## config.mk

```make
export PLATFORM = sky130hd
export DESIGN_NAME = amo_responder
export DESIGN_NICKNAME = d
export VERILOG_FILES = /design/src/rtl/amo_responder.sv
export SDC_FILE = /design/constraint.sdc
export NUM_CORES = 1
export LEC_CHECK = 0
export ABC_AREA = 1
export BUFFER_PORTS_ARGS = -buffer_cell sky130_fd_sc_hd__buf_2
export CAP_MARGIN = 20
export CORE_MARGIN = 2
export CORE_UTILIZATION = 35
export CTS_CLUSTER_SIZE = 14
export DETAILED_ROUTE_END_ITERATION = 16
export GPL_ROUTABILITY_DRIVEN = 0
export PLACE_DENSITY = 0.54
export SLEW_MARGIN = 25
export SYNTH_ARGS = -nofsm -noshare
export SYNTH_HDL_FRONTEND = slang
export SYNTH_SLANG_ARGS = --single-unit
```

## constraint.sdc

```tcl
create_clock -name clk_i -period 20.3 [get_ports clk_i]
set_input_delay 4.06 -clock clk_i [delete_from_list [all_inputs] [get_ports clk_i]]
set_output_delay 4.06 -clock clk_i [all_outputs]
set_load 0.05 [all_outputs]
```

## src/rtl/amo_responder.sv

```systemverilog
// amo_responder: executes one LR / SC / AMO read-modify-write at a time against a single-port 64-bit memory.
// Latency (zero-wait memory): RMW ack at c4, LR c3, SC success c2, SC fail / AMO_NONE c1; each gnt/rvalid stall adds one cycle.
// Backpressure: amo_req_i is only sampled in IDLE (one op in flight); mem_req_o is held until mem_gnt_i.
//
// Ports:
//   clk_i, rst_i                : clock, asynchronous active-high reset
//   amo_req_i/op/size/addr/data : AMO request, held by the requester until amo_ack_o
//   amo_ack_o, amo_result_o     : one-cycle registered response (old value, or SC status 0/1)
//   mem_req_o .. mem_be_o       : registered memory request, held until mem_gnt_i
//   mem_rvalid_i, mem_rdata_i   : read return, at least one cycle after the read grant
//
// Build option: define AMO_RESERVATION_EN to include the LR/SC reservation register.
// Without it LR is a plain read and SC always fails at c1 without touching memory.
module amo_responder (
    input  logic        clk_i,
    input  logic        rst_i,
    input  logic        amo_req_i,
    input  logic [3:0]  amo_op_i,
    input  logic [1:0]  amo_size_i,
    input  logic [63:0] amo_addr_i,
    input  logic [63:0] amo_data_i,
    output logic        amo_ack_o,
    output logic [63:0] amo_result_o,
    output logic        mem_req_o,
    input  logic        mem_gnt_i,
    output logic        mem_we_o,
    output logic [63:0] mem_addr_o,
    output logic [63:0] mem_wdata_o,
    output logic [7:0]  mem_be_o,
    input  logic        mem_rvalid_i,
    input  logic [63:0] mem_rdata_i
);
    // amo_t encoding
    localparam logic [3:0] AMO_NONE = 4'd0;
    localparam logic [3:0] AMO_LR   = 4'd1;
    localparam logic [3:0] AMO_SC   = 4'd2;
    localparam logic [3:0] AMO_SWAP = 4'd3;
    localparam logic [3:0] AMO_ADD  = 4'd4;
    localparam logic [3:0] AMO_AND  = 4'd5;
    localparam logic [3:0] AMO_OR   = 4'd6;
    localparam logic [3:0] AMO_XOR  = 4'd7;
    localparam logic [3:0] AMO_MAX  = 4'd8;
    localparam logic [3:0] AMO_MAXU = 4'd9;
    localparam logic [3:0] AMO_MIN  = 4'd10;
    localparam logic [3:0] AMO_MINU = 4'd11;

    typedef enum logic [2:0] {
        IDLE,
        READ,
        WAIT_RDATA,
        WRITE,
        ACK
    } state_t;

    state_t      state_q;
    logic [3:0]  op_q;
    logic        word_q;
    logic        hi_q;          // word lane, addr[2]
    logic [63:0] data_q;

    logic        amo_ack_q;
    logic [63:0] amo_result_q;
    logic        mem_req_q;
    logic        mem_we_q;
    logic [63:0] mem_addr_q;
    logic [63:0] mem_wdata_q;
    logic [7:0]  mem_be_q;

    assign amo_ack_o    = amo_ack_q;
    assign amo_result_o = amo_result_q;
    assign mem_req_o    = mem_req_q;
    assign mem_we_o     = mem_we_q;
    assign mem_addr_o   = mem_addr_q;
    assign mem_wdata_o  = mem_wdata_q;
    assign mem_be_o     = mem_be_q;

    // Sub-word offset bits carry no information here; alignment is checked upstream.
    logic unused_addr_bits;
    assign unused_addr_bits = ^amo_addr_i[1:0];

    // ------------------------------------------------------------------
    // Request decode, only consumed in IDLE
    // ------------------------------------------------------------------
    logic        req_word;
    logic        req_rmw;
    logic [7:0]  req_be;
    logic [63:0] req_wdata;

    assign req_word  = (amo_size_i == 2'b10);
    assign req_rmw   = (amo_op_i >= AMO_SWAP) && (amo_op_i <= AMO_MINU);
    assign req_be    = req_word ? (amo_addr_i[2] ? 8'hF0 : 8'h0F) : 8'hFF;
    assign req_wdata = req_word ? {2{amo_data_i[31:0]}} : amo_data_i;

`ifdef AMO_RESERVATION_EN
    logic        resv_vld_q;
    logic [60:0] resv_addr_q;
    logic        resv_hit;

    // Match on doubleword address only; size is irrelevant.
    assign resv_hit = resv_vld_q && (resv_addr_q == amo_addr_i[63:3]);
`endif

    // ------------------------------------------------------------------
    // Read-modify-write datapath
    // ------------------------------------------------------------------
    logic [31:0] rd_lane;
    logic [63:0] old_val_d;
    logic [63:0] opb;
    logic [63:0] new_val_d;
    logic [63:0] wdata_d;

    assign rd_lane   = hi_q ? mem_rdata_i[63:32] : mem_rdata_i[31:0];
    assign old_val_d = word_q ? {{32{rd_lane[31]}}, rd_lane} : mem_rdata_i;
    // Word operands are sign-extended to 64 bits so one comparator serves both
    // widths: sign extension preserves both signed and unsigned 32-bit order,
    // and the low 32 bits of the 64-bit sum equal the 32-bit wrapped sum.
    assign opb       = word_q ? {{32{data_q[31]}}, data_q[31:0]} : data_q;

    always_comb begin
        new_val_d = opb;
        case (op_q)
            AMO_ADD:  new_val_d = old_val_d + opb;
            AMO_AND:  new_val_d = old_val_d & opb;
            AMO_OR:   new_val_d = old_val_d | opb;
            AMO_XOR:  new_val_d = old_val_d ^ opb;
            AMO_MAX:  new_val_d = ($signed(old_val_d) > $signed(opb)) ? old_val_d : opb;
            AMO_MAXU: new_val_d = (old_val_d > opb) ? old_val_d : opb;
            AMO_MIN:  new_val_d = ($signed(old_val_d) < $signed(opb)) ? old_val_d : opb;
            AMO_MINU: new_val_d = (old_val_d < opb) ? old_val_d : opb;
            default:  new_val_d = opb;   // SWAP
        endcase
    end

    // The new word is replicated so the byte enables alone pick the lane.
    assign wdata_d = word_q ? {2{new_val_d[31:0]}} : new_val_d;

    // ------------------------------------------------------------------
    // Control FSM with registered outputs
    // ------------------------------------------------------------------
    always_ff @(posedge clk_i or posedge rst_i) begin
        if (rst_i) begin
            state_q      <= IDLE;
            op_q         <= AMO_NONE;
            word_q       <= 1'b0;
            hi_q         <= 1'b0;
            data_q       <= '0;
            amo_ack_q    <= 1'b0;
            amo_result_q <= '0;
            mem_req_q    <= 1'b0;
            mem_we_q     <= 1'b0;
            mem_addr_q   <= '0;
            mem_wdata_q  <= '0;
            mem_be_q     <= '0;
`ifdef AMO_RESERVATION_EN
            resv_vld_q   <= 1'b0;
            resv_addr_q  <= '0;
`endif
        end else begin
            amo_ack_q <= 1'b0;
            case (state_q)
                IDLE: begin
                    if (amo_req_i) begin
                        op_q       <= amo_op_i;
                        word_q     <= req_word;
                        hi_q       <= amo_addr_i[2];
                        data_q     <= amo_data_i;
                        mem_addr_q <= {amo_addr_i[63:3], 3'b000};
                        mem_be_q   <= req_be;
                        if (amo_op_i == AMO_LR || req_rmw) begin
                            state_q   <= READ;
                            mem_req_q <= 1'b1;
                            mem_we_q  <= 1'b0;
`ifdef AMO_RESERVATION_EN
                            if (amo_op_i == AMO_LR) begin
                                resv_vld_q  <= 1'b1;
                                resv_addr_q <= amo_addr_i[63:3];
                            end else if (resv_hit) begin
                                resv_vld_q  <= 1'b0;
                            end
`endif
                        end else if (amo_op_i == AMO_SC) begin
`ifdef AMO_RESERVATION_EN
                            // Any SC consumes the reservation, pass or fail.
                            resv_vld_q <= 1'b0;
                            if (resv_hit) begin
                                state_q      <= WRITE;
                                mem_req_q    <= 1'b1;
                                mem_we_q     <= 1'b1;
                                mem_wdata_q  <= req_wdata;
                                amo_result_q <= 64'd0;
                            end else begin
                                state_q      <= ACK;
                                amo_ack_q    <= 1'b1;
                                amo_result_q <= 64'd1;
                            end
`else
                            state_q      <= ACK;
                            amo_ack_q    <= 1'b1;
                            amo_result_q <= 64'd1;
`endif
                        end else begin
                            // AMO_NONE and unused encodings complete without memory access.
                            state_q      <= ACK;
                            amo_ack_q    <= 1'b1;
                            amo_result_q <= 64'd0;
                        end
                    end
                end

                READ: begin
                    if (mem_gnt_i) begin
                        mem_req_q <= 1'b0;
                        state_q   <= WAIT_RDATA;
                    end
                end

                WAIT_RDATA: begin
                    if (mem_rvalid_i) begin
                        amo_result_q <= old_val_d;
                        if (op_q == AMO_LR) begin
                            state_q   <= ACK;
                            amo_ack_q <= 1'b1;
                        end else begin
                            state_q     <= WRITE;
                            mem_req_q   <= 1'b1;
                            mem_we_q    <= 1'b1;
                            mem_wdata_q <= wdata_d;
                        end
                    end
                end

                WRITE: begin
                    if (mem_gnt_i) begin
                        mem_req_q <= 1'b0;
                        mem_we_q  <= 1'b0;
                        state_q   <= ACK;
                        amo_ack_q <= 1'b1;
                    end
                end

                ACK: begin
                    state_q      <= IDLE;
                    amo_result_q <= 64'd0;
                end

                default: state_q <= IDLE;
            endcase
        end
    end

endmodule
```

Word level (Yosys, flattened, before mapping)
Index checks and enable logic that the tools add are counted.

$add $sub $neg: 1. Order comparisons: 6. Eq/ne operators: 24. Multiplexer cells: 38. Bitwise operators: 4. Reductions and logical operators: 13.

Operator list (count): 64-bit 2-to-1 mux (10); 64-bit case mux with 8 select lines (1); 64-bit case mux with 3 select lines (1); 64-bit > comparator (2); 64-bit < comparator (2); 64-bit adder (1); 64-bit AND (1); 64-bit bitwise OR (1); 64-bit bitwise XOR (1); 32-bit 2-to-1 mux (1); 3-bit 2-to-1 mux (6); 4-bit by 3-bit equality test with 1-bit output (second input constant) (4); 4-bit equality test (second input constant) (4); 8-bit 2-to-1 mux (2); 2-bit inequality test (second input constant) (7); 1-bit 2-to-1 mux (13); 3-bit case mux with 4 select lines (1); 6-bit AND reduction (2); 1-bit case mux with 3 select lines (3); 3-bit nonzero test (3); 4-bit by 1-bit equality test with 1-bit output (second input constant) (2); 4-bit AND reduction (2); 3-bit by 2-bit equality test with 1-bit output (second input constant) (2); 4-bit by 2-bit equality test with 1-bit output (second input constant) (1); 13 further kinds (13).

Flip-flop bits (word level): 273.

Depth between registers and ports, before layout
Gate-level depths: netlist (run 1).

Depth after elaboration: 6. Depth in mapped cells: 33. Gate-level depth less buffers: 29.

Worst setup path before layout (run 1)
OpenSTA, ideal clock, no wires.

Kind: in2reg. Start: input port mem_rdata_i[63]. End: register mem_wdata_q[33], in the netlist mem_wdata_o[33]. Arrival: 7.064 ns. Path slack: 13.117 ns. Cell stages on the path: 27. Buffers on the path: 4. Cells stage by stage: inv_1 > a21oi_1 > o21ai_0 > inv_1 > buf_1 > a21oi_1 > inv_1 > ha_1 > buf_2 > inv_2 > a21oi_1 > o21a_1 > nand2_1 > nand2_1 > nand2_1 > a21oi_4 > nand3_1 > nand2_1 > buf_6 > buf_6 > nand2_1 > nand3_1 > nand3_1 > nand2_1 > nand2_1 > nand3_1 > nand2_1.

Word-level cells in the longest chain between the ends: 6. Elaborated cells on any way between the ends: 16. Classes of those cells: add/sub: 1; order compare: 4; mux: 8; bitwise: 3.

Ends and longest elaborated chain: start: declaration (line 31) `input logic [63:0] mem_rdata_i`; 32-bit 2-to-1 mux (line 112) `assign rd_lane = hi_q ? mem_rdata_i[63:32] : mem_rdata_i[31:0];`; 64-bit 2-to-1 mux * (line 113) `assign old_val_d = word_q ? {{32{rd_lane[31]}}, rd_lane} : mem_rdata_i;`; 64-bit < comparator, or another cell as far along (line 129) `AMO_MINU: new_val_d = (old_val_d < opb) ? old_val_d : opb;`; 64-bit 2-to-1 mux, on equally long branches; 64-bit case mux with 8 select lines * (line 121) `case (op_q)`; 64-bit 2-to-1 mux * (line 135) `assign wdata_d = word_q ? {2{new_val_d[31:0]}} : new_val_d;`; end signal: assignment (line 227) `mem_wdata_q <= wdata_d;`; end: declaration (line 66) `logic [63:0] mem_wdata_q;`.

Every way passes the cells marked *; elsewhere a longest branch is shown, timed or not. A chain may end at the register's enable or synchronous reset.

Worst setup path after layout (run 1)
Start: input port mem_rdata_i[63]. End: register mem_wdata_q[53], in the netlist mem_wdata_o[53].

The elaborated chain is that of the path after synthesis.

==> summary.md, run 1 <==
| Metric | Value |
|---|---|
| Outcome | finished, final reports clean |
| DP HPWL | 87200 microns |
| Leading area contributor after synthesis | dfrtp_1 |
| Clock Sinks | 267 |
| Period utilisation layout | between 50 and 60% |
| First-pass GRT wire length | between 150000 and 200000 microns |
| Final cell count without fillers | 5377 |
| H-tree Lvls | 2 |
| Die ar. | between 70000 and 80000 sq um |
| Routed len/inst | roughly 22 microns |
| Slew Limit Fails | 0 |
| Worst skew pair latency | approximately 590 ps |
| Vias in the first global route | approximately 27000 |
| TritonRoute pass-1 iters | 8 |
| EDFF count, synth | 0 |
| DP Area | approximately 28000 sq um |
| Ys flop type | dfrtp_1 |
| Top cells by area, synth | dfrtp_1 26%, nand2_1 19%, nand3_1 10%, ha_1 9.6%, inv_1 7.1% |
| Footprint of the multi-input gates | between 15000 and 20000 sq um |
| GRT Util Overall | between 30% and 40% |
| Synth warn | 0 |
| Yosys top cell area share | about a quarter |
| Max transition margin | a little under a third |
| Root Buffer | clkbuf_16 |
| Synth cell types | 45 |
| Seq/Total Area, Yosys | between 20% and 30% |
| FFs w/ async S/R, synth | 100% |
| Post-route cell area | ~29000 sq um |
| Reg2Reg Depth | 24 |
| Fin nets | about 4800 |
| Mean Syn Cell Area | between 6 and 7 sq um |
| Hold/Removal Path Class | reg2reg |
| Fmax | between 90 and 100 MHz |
| Initial antenna violation count | 10 |
| Setup bufs post-CTS | 0 |
| Post-Syn Instances | a little over 4000 |
| Largest net degree at the start of global routing | around 150 |
| DR vias/cell | between 5 and 6 |
| Clock Skews | 32.0 ps |
| Cts hold-fix bufs | 0 |
| Die span in x | 273 microns |
| Worst path required time | about 21000 ps |
| Critical Path Sink Type | register |
| FF+latch area | between 6000 and 7000 sq um |
| CTS buffer count | 35 |
| Worst setup margin | approximately 10000 ps |
| Clock Pin Slew Worst Setup and Hold Paths | 60 ps |
| Routed vias | approximately 30000 |
| Std-Cell Rows | 98 |
| Antenna viol nets, final | 0 |
| Synth Cell Area | between 20000 and 30000 sq um |
| # IOs | ~400 |
| RSZ-0062 raised after global routing | no |
| Worst setup SP type | input port |
| Yosys reg bits | between 200 and 300 |
| Final wirelength | about 120000 microns |
| TritonCTS clock tree | done |
| Final min period | ~10000 ps |
| Share of post-route cells with drive strength above 1 | ~12% |
| Setup_tns | 0 ps |
| Number of DRC markers in iteration 0 | roughly 3300 |
| Core area | roughly 72000 sq um |
| Worst hold path depth | 2 |
| Place WS | ~9800 ps |
| I/O Buffers | 400 |
| Hold violation count in the final report | 0 |
| Max-cap violations | 0 |
| Post-CTS resize count | 0 |
| Longest Clk Path Bufs | 3 |
| Critical path peak fanout | 53 |
| Die height | roughly 270 microns |
| Area Growth Syn to Fin | 15.0% |
| CP Class | in2reg |
| Endpoints failing setup | 0 |
| Gr ovfl total | 0 |
| Initial Util | between 30 and 40% |
| Fillers | 7824 |
| Actual slew at the worst max-slew pin | between 1000 and 1500 ps |
| Worst path arrival time | 10690 ps |
| DR DRC count | 0 |
| Placed cell count | roughly 5300 |
[state kept, by name, summed over array words and instances (netlist names)]
register / cells
mem_we_o: 1
word_q: 1
amo_result_o: 64
data_q: 64
mem_be_o: 2
hi_q: 1
mem_req_o: 1
state_q: 3
op_q: 4
mem_wdata_o: 64
mem_addr_o: 61
amo_ack_o: 1
[cell usage after synthesis, types with 19 or more instances]
cell type  count
nand3_1      508
nor2_1       315
a21oi_1      203
nor3_1        29
buf_2         34
a211oi_1      45
nand4_1      104
nand2_1     1305
o21ai_0      282
inv_1        483
o22ai_1       44
dfrtp_1      267
clkbuf_1     165
o211ai_1      19
ha_1         195
nand3b_1      25
[path summary, 6_finish.rpt]
path	start	end	slack (ps)
setup / recovery	mem_rdata_i[63]	mem_wdata_o[53]$_DFFE_PP0P_	10070
hold / removal	mem_addr_o[18]$_DFFE_PP0P_	mem_addr_o[18]$_DFFE_PP0P_	470
setup reg to reg	word_q$_DFFE_PP0P_	mem_wdata_o[53]$_DFFE_PP0P_	12460
hold reg to reg	mem_addr_o[18]$_DFFE_PP0P_	mem_addr_o[18]$_DFFE_PP0P_	470
max in group asynchronous	rst_i	data_q[20]$_DFFE_PP0P_	15280
min in group asynchronous	rst_i	mem_addr_o[8]$_DFFE_PP0P_	3630
[layout by cell type (no fill, tap or decap), types with 45 or more instances in the layout]
cell type / instances
nand2_1: 1301
nand3_1: 507
nor2_1: 312
nand4_1: 104
a211oi_1: 45
ha_1: 195
o21ai_0: 282
a21oi_1: 202
inv_1: 479
buf_2: 400
dfrtp_1: 267
[routing by layer]
metal  routed length, microns  vias to the layer above  global-route usage [%]  share of wire [%]
met2                    51700                     1498                    47.6                 44
met4                     6680                        6                    15.8                5.6
met3                    11300                      276                    6.36                9.6
met5                       41                        -                       0              0.035
met1                    48800                    13700                    40.1                 41
li1                         -                    14000                       -                  -
[worst max-delay path, stage by stage]
cell and delay, ps:
buf_2 180, inv_1 60, a21oi_1 110, o21ai_0 90
inv_1 60, buf_4 410, a21oi_1 180, inv_1 240
ha_1 330, nor2_1 170, nand3_1 100, nor3_1 350
nand4_1 250, nor2_1 370, nand2_2 160, nand2_4 290
buf_4 520, nand2_1 170, nand2_2 620, buf_4 670
nand2_1 100, nand3_1 100, nand3_1 80, nand2_1 390
a21oi_1 330, nand2_1 150, nand2_1 60
[through the flow]
stage               utilization, %  hold slack [ps]
floorplan                        -              449
global placement              39.1              458
detailed placement            39.1              459
CTS                           40.7              476
global route                  40.7              489
finish                        40.7              473
[kinds of logic after synthesis]
| logic type | Yosys count | share of synthesized area, % |
|---|---|---|
| other | 1 | 0.0148 |
| and+or+nand+nor | 2297 | 38.1 |
| xor gates and xnor gates | 1 | 0.0345 |
| buffers and inverters | 729 | 11.3 |
| DFF | 267 | 26.3 |
| adders and majority gates | 196 | 9.68 |
| AOI/OAI and AO/OA | 662 | 14.6 |
[cell type report]
type                            count  share of cell area [%]
Multi-Input combinational cell   3159                    54.6
Sequential cell                   267                    22.9
Timing Repair Buffer              443                    8.04
Inverter                          494                    6.40
Tap cell                          950                    4.07
Clock buffer                       44                    3.28
Clock inverter                     15                   0.685
Antenna cell                        5                  0.0428
Power of run 1 is left out: the tool's default activity adds up to more than one toggle a clock period on the data nets, which glitch-free logic cannot reach.
==> inputs of run 2 (changes only) <==
--- a/config.mk
+++ b/config.mk
@@ -13,7 +13,7 @@
 export CTS_CLUSTER_SIZE = 14
 export DETAILED_ROUTE_END_ITERATION = 16
 export GPL_ROUTABILITY_DRIVEN = 0
-export PLACE_DENSITY = 0.54
+export PLACE_DENSITY = 0.56
 export SLEW_MARGIN = 25
 export SYNTH_ARGS = -nofsm -noshare
 export SYNTH_HDL_FRONTEND = slang
==> constraint.sdc (replaced) <==
create_clock -name clk_i -period 8.55 [get_ports clk_i]
set_input_delay 1.71 -clock clk_i [delete_from_list [all_inputs] [get_ports clk_i]]
set_output_delay 1.71 -clock clk_i [all_outputs]
set_load 0.05 [all_outputs]
==> summary.md, run 2 (synthesized netlist as in run 1, its figures left out) <==
| Metric | Value |
|---|---|
| Share of post-route cells with drive strength above 1 | 12.5% (+0.47 points) |
| Vias in the first global route | 27700 (+1.3%) |
| Std-Cell Rows | 98 (unchanged) |
| Die span in x | 273 microns (unchanged) |
| Worst path required time | 9000 ps (-11760 ps) |
| Fin nets | 4823 (+0.50%) |
| Outcome | finished, final reports clean |
| Routed vias | 29700 (+0.48%) |
| TritonRoute pass-1 iters | 7 (-1) |
| Fillers | 7887 (+0.81%) |
| Max-cap violations | 0 (unchanged) |
| CP Class | reg2reg |
| Endpoints failing setup | 0 (unchanged) |
| Gr ovfl total | 0 (unchanged) |
| Area Growth Syn to Fin | 15.9% |
| Die ar. | 74800 sq um (unchanged) |
| RSZ-0062 raised after global routing | no |
| Most frequent cells in the layout | 1301 x nand2_1, 508 x nand3_1, 479 x inv_1 |
| Longest Clk Path Bufs | 3 (unchanged) |
| Root Buffer | clkbuf_16 |
| DR vias/cell | 5.49 (about the same) |
| CTS buffer count | 35 (unchanged) |
| Number of DRC markers in iteration 0 | 3363 (+2.8%) |
| Final wirelength | 118000 microns (-0.58%) |
| Post-CTS resize count | 0 (unchanged) |
| Clock Pin Slew Worst Setup and Hold Paths | 60 ps (about the same) |
| Clock Sinks | 267 (unchanged) |
| DP HPWL | 88700 microns (+1.7%) |
| Critical path peak fanout | 24 (-55%) |
| Antenna viol nets, final | 0 (unchanged) |
| Slew Limit Fails | 0 (unchanged) |
| Cts hold-fix bufs | 0 (unchanged) |
| Family with the most delay on the worst path | simple AND/OR/NAND/NOR gates |
| Die height | 273 microns (unchanged) |
| Largest net degree at the start of global routing | 137 (-9.9%) |
| First-pass GRT wire length | 174000 microns (about the same) |
| Worst Path Buf+Inv | 5 (-2) |
| Fmax | around 150 MHz |
| Setup bufs post-CTS | 0 (unchanged) |
| Top cell by count, worst path | nand2_1 |
| Hold violation count in the final report | 0 (unchanged) |
| # IOs | 406 (unchanged) |
| Slowest cell on crit path | a21oi_1 |
| TritonCTS clock tree | done |
| Clock Skews | 32.8 ps (+0.754 ps) |
| Max transition margin | 22.0% (-8.0 points) |
| Initial Util | 35.4% (unchanged) |
| Final min period | 6650 ps |
| I/O Buffers | 400 (unchanged) |
| GRT Util Overall | 30.5% (-0.084 points) |
| Critical Path Sink Type | register |
| Worst skew pair latency | 590 ps (about the same) |
| Initial antenna violation count | 16 (+6) |
| Worst Hold Slack | 471 ps (-2.56 ps) |
| Actual slew at the worst max-slew pin | 1160 ps (+107 ps) |
| H-tree Lvls | 2 (unchanged) |
| Most common cell after layout, fill and taps aside | nand2_1 |
| Hold/Removal Path Class | reg2reg |
| Routed len/inst | 21.8 microns (-1.1%) |
| Worst setup SP type | register |
| Slowest cell delay on critical path | 930 ps (+260 ps) |
| Setup_tns | 0 ps (unchanged) |
| Core area | 71700 sq um (unchanged) |
| Worst path arrival time | 7100 ps (-3590 ps) |
| DR DRC count | 0 (unchanged) |
| Period utilisation layout | approximately 78% |
[run 2: changes by cell type in the layout (fill, tap and decap cells not counted), sizes merged]
cell / previous run / this run
bufinv: 3 / 1
clkinv: 11 / 7
clkbuf: 44 / 53
buf: 443 / 467
[run 2: final timing paths]
check | endpoint | depth (start not counted) | start | slack [ps]
min | mem_addr_o[13]$_DFFE_PP0P_ | 2 | mem_addr_o[13]$_DFFE_PP0P_ | 470
max reg2reg | mem_wdata_o[44]$_DFFE_PP0P_ | 27 | word_q$_DFFE_PP0P_ | 1900
max | mem_wdata_o[44]$_DFFE_PP0P_ | 27 | word_q$_DFFE_PP0P_ | 1900
min in group asynchronous | mem_we_o$_DFFE_PP0P_ | 3 | rst_i | 1300
max in group asynchronous | amo_result_o[37]$_DFFE_PP0P_ | 4 | rst_i | 5870
min reg2reg | mem_addr_o[13]$_DFFE_PP0P_ | 2 | mem_addr_o[13]$_DFFE_PP0P_ | 470
[run 2: metrics by stage]
step	utilization [%]	cell area, sq um	worst slack [ps]	instances
floorplan	-	25400	3310	4155
global placement	39.4	28200	1690	5336
detailed placement	39.4	28200	1630	5336
CTS	41.0	29400	2050	5398
global route	41.1	29400	1440	5400
finish	41.1	29500	1900	5404
[run 2: tightest hold or removal path, stage by stage (launching register included)]
cell     delay (ps)
dfrtp_1         330
nand2_1          50
nand2_1          60
[run 2: metal layers]
| layer | global-route usage (%) | wire, microns |
|---|---|---|
| met5 | 0 | 83 |
| met4 | 16.3 | 6900 |
| met3 | 6.98 | 12300 |
| met2 | 47.3 | 51700 |
| met1 | 39.5 | 46900 |
[run 2: area by class of cell]
type,instances,area [sq um],share of cell area (%)
well taps,950,1190,4.04
flip-flops and latches,267,6680,22.7
multi-input cells,3159,15900,54.1
repair buffers,467,2590,8.80
clock inverters,9,111,0.378
diodes,5,12.5,0.0425
clock buffers,53,1060,3.61
inverters,494,1860,6.33
Power of run 2 is left out for the same reason.
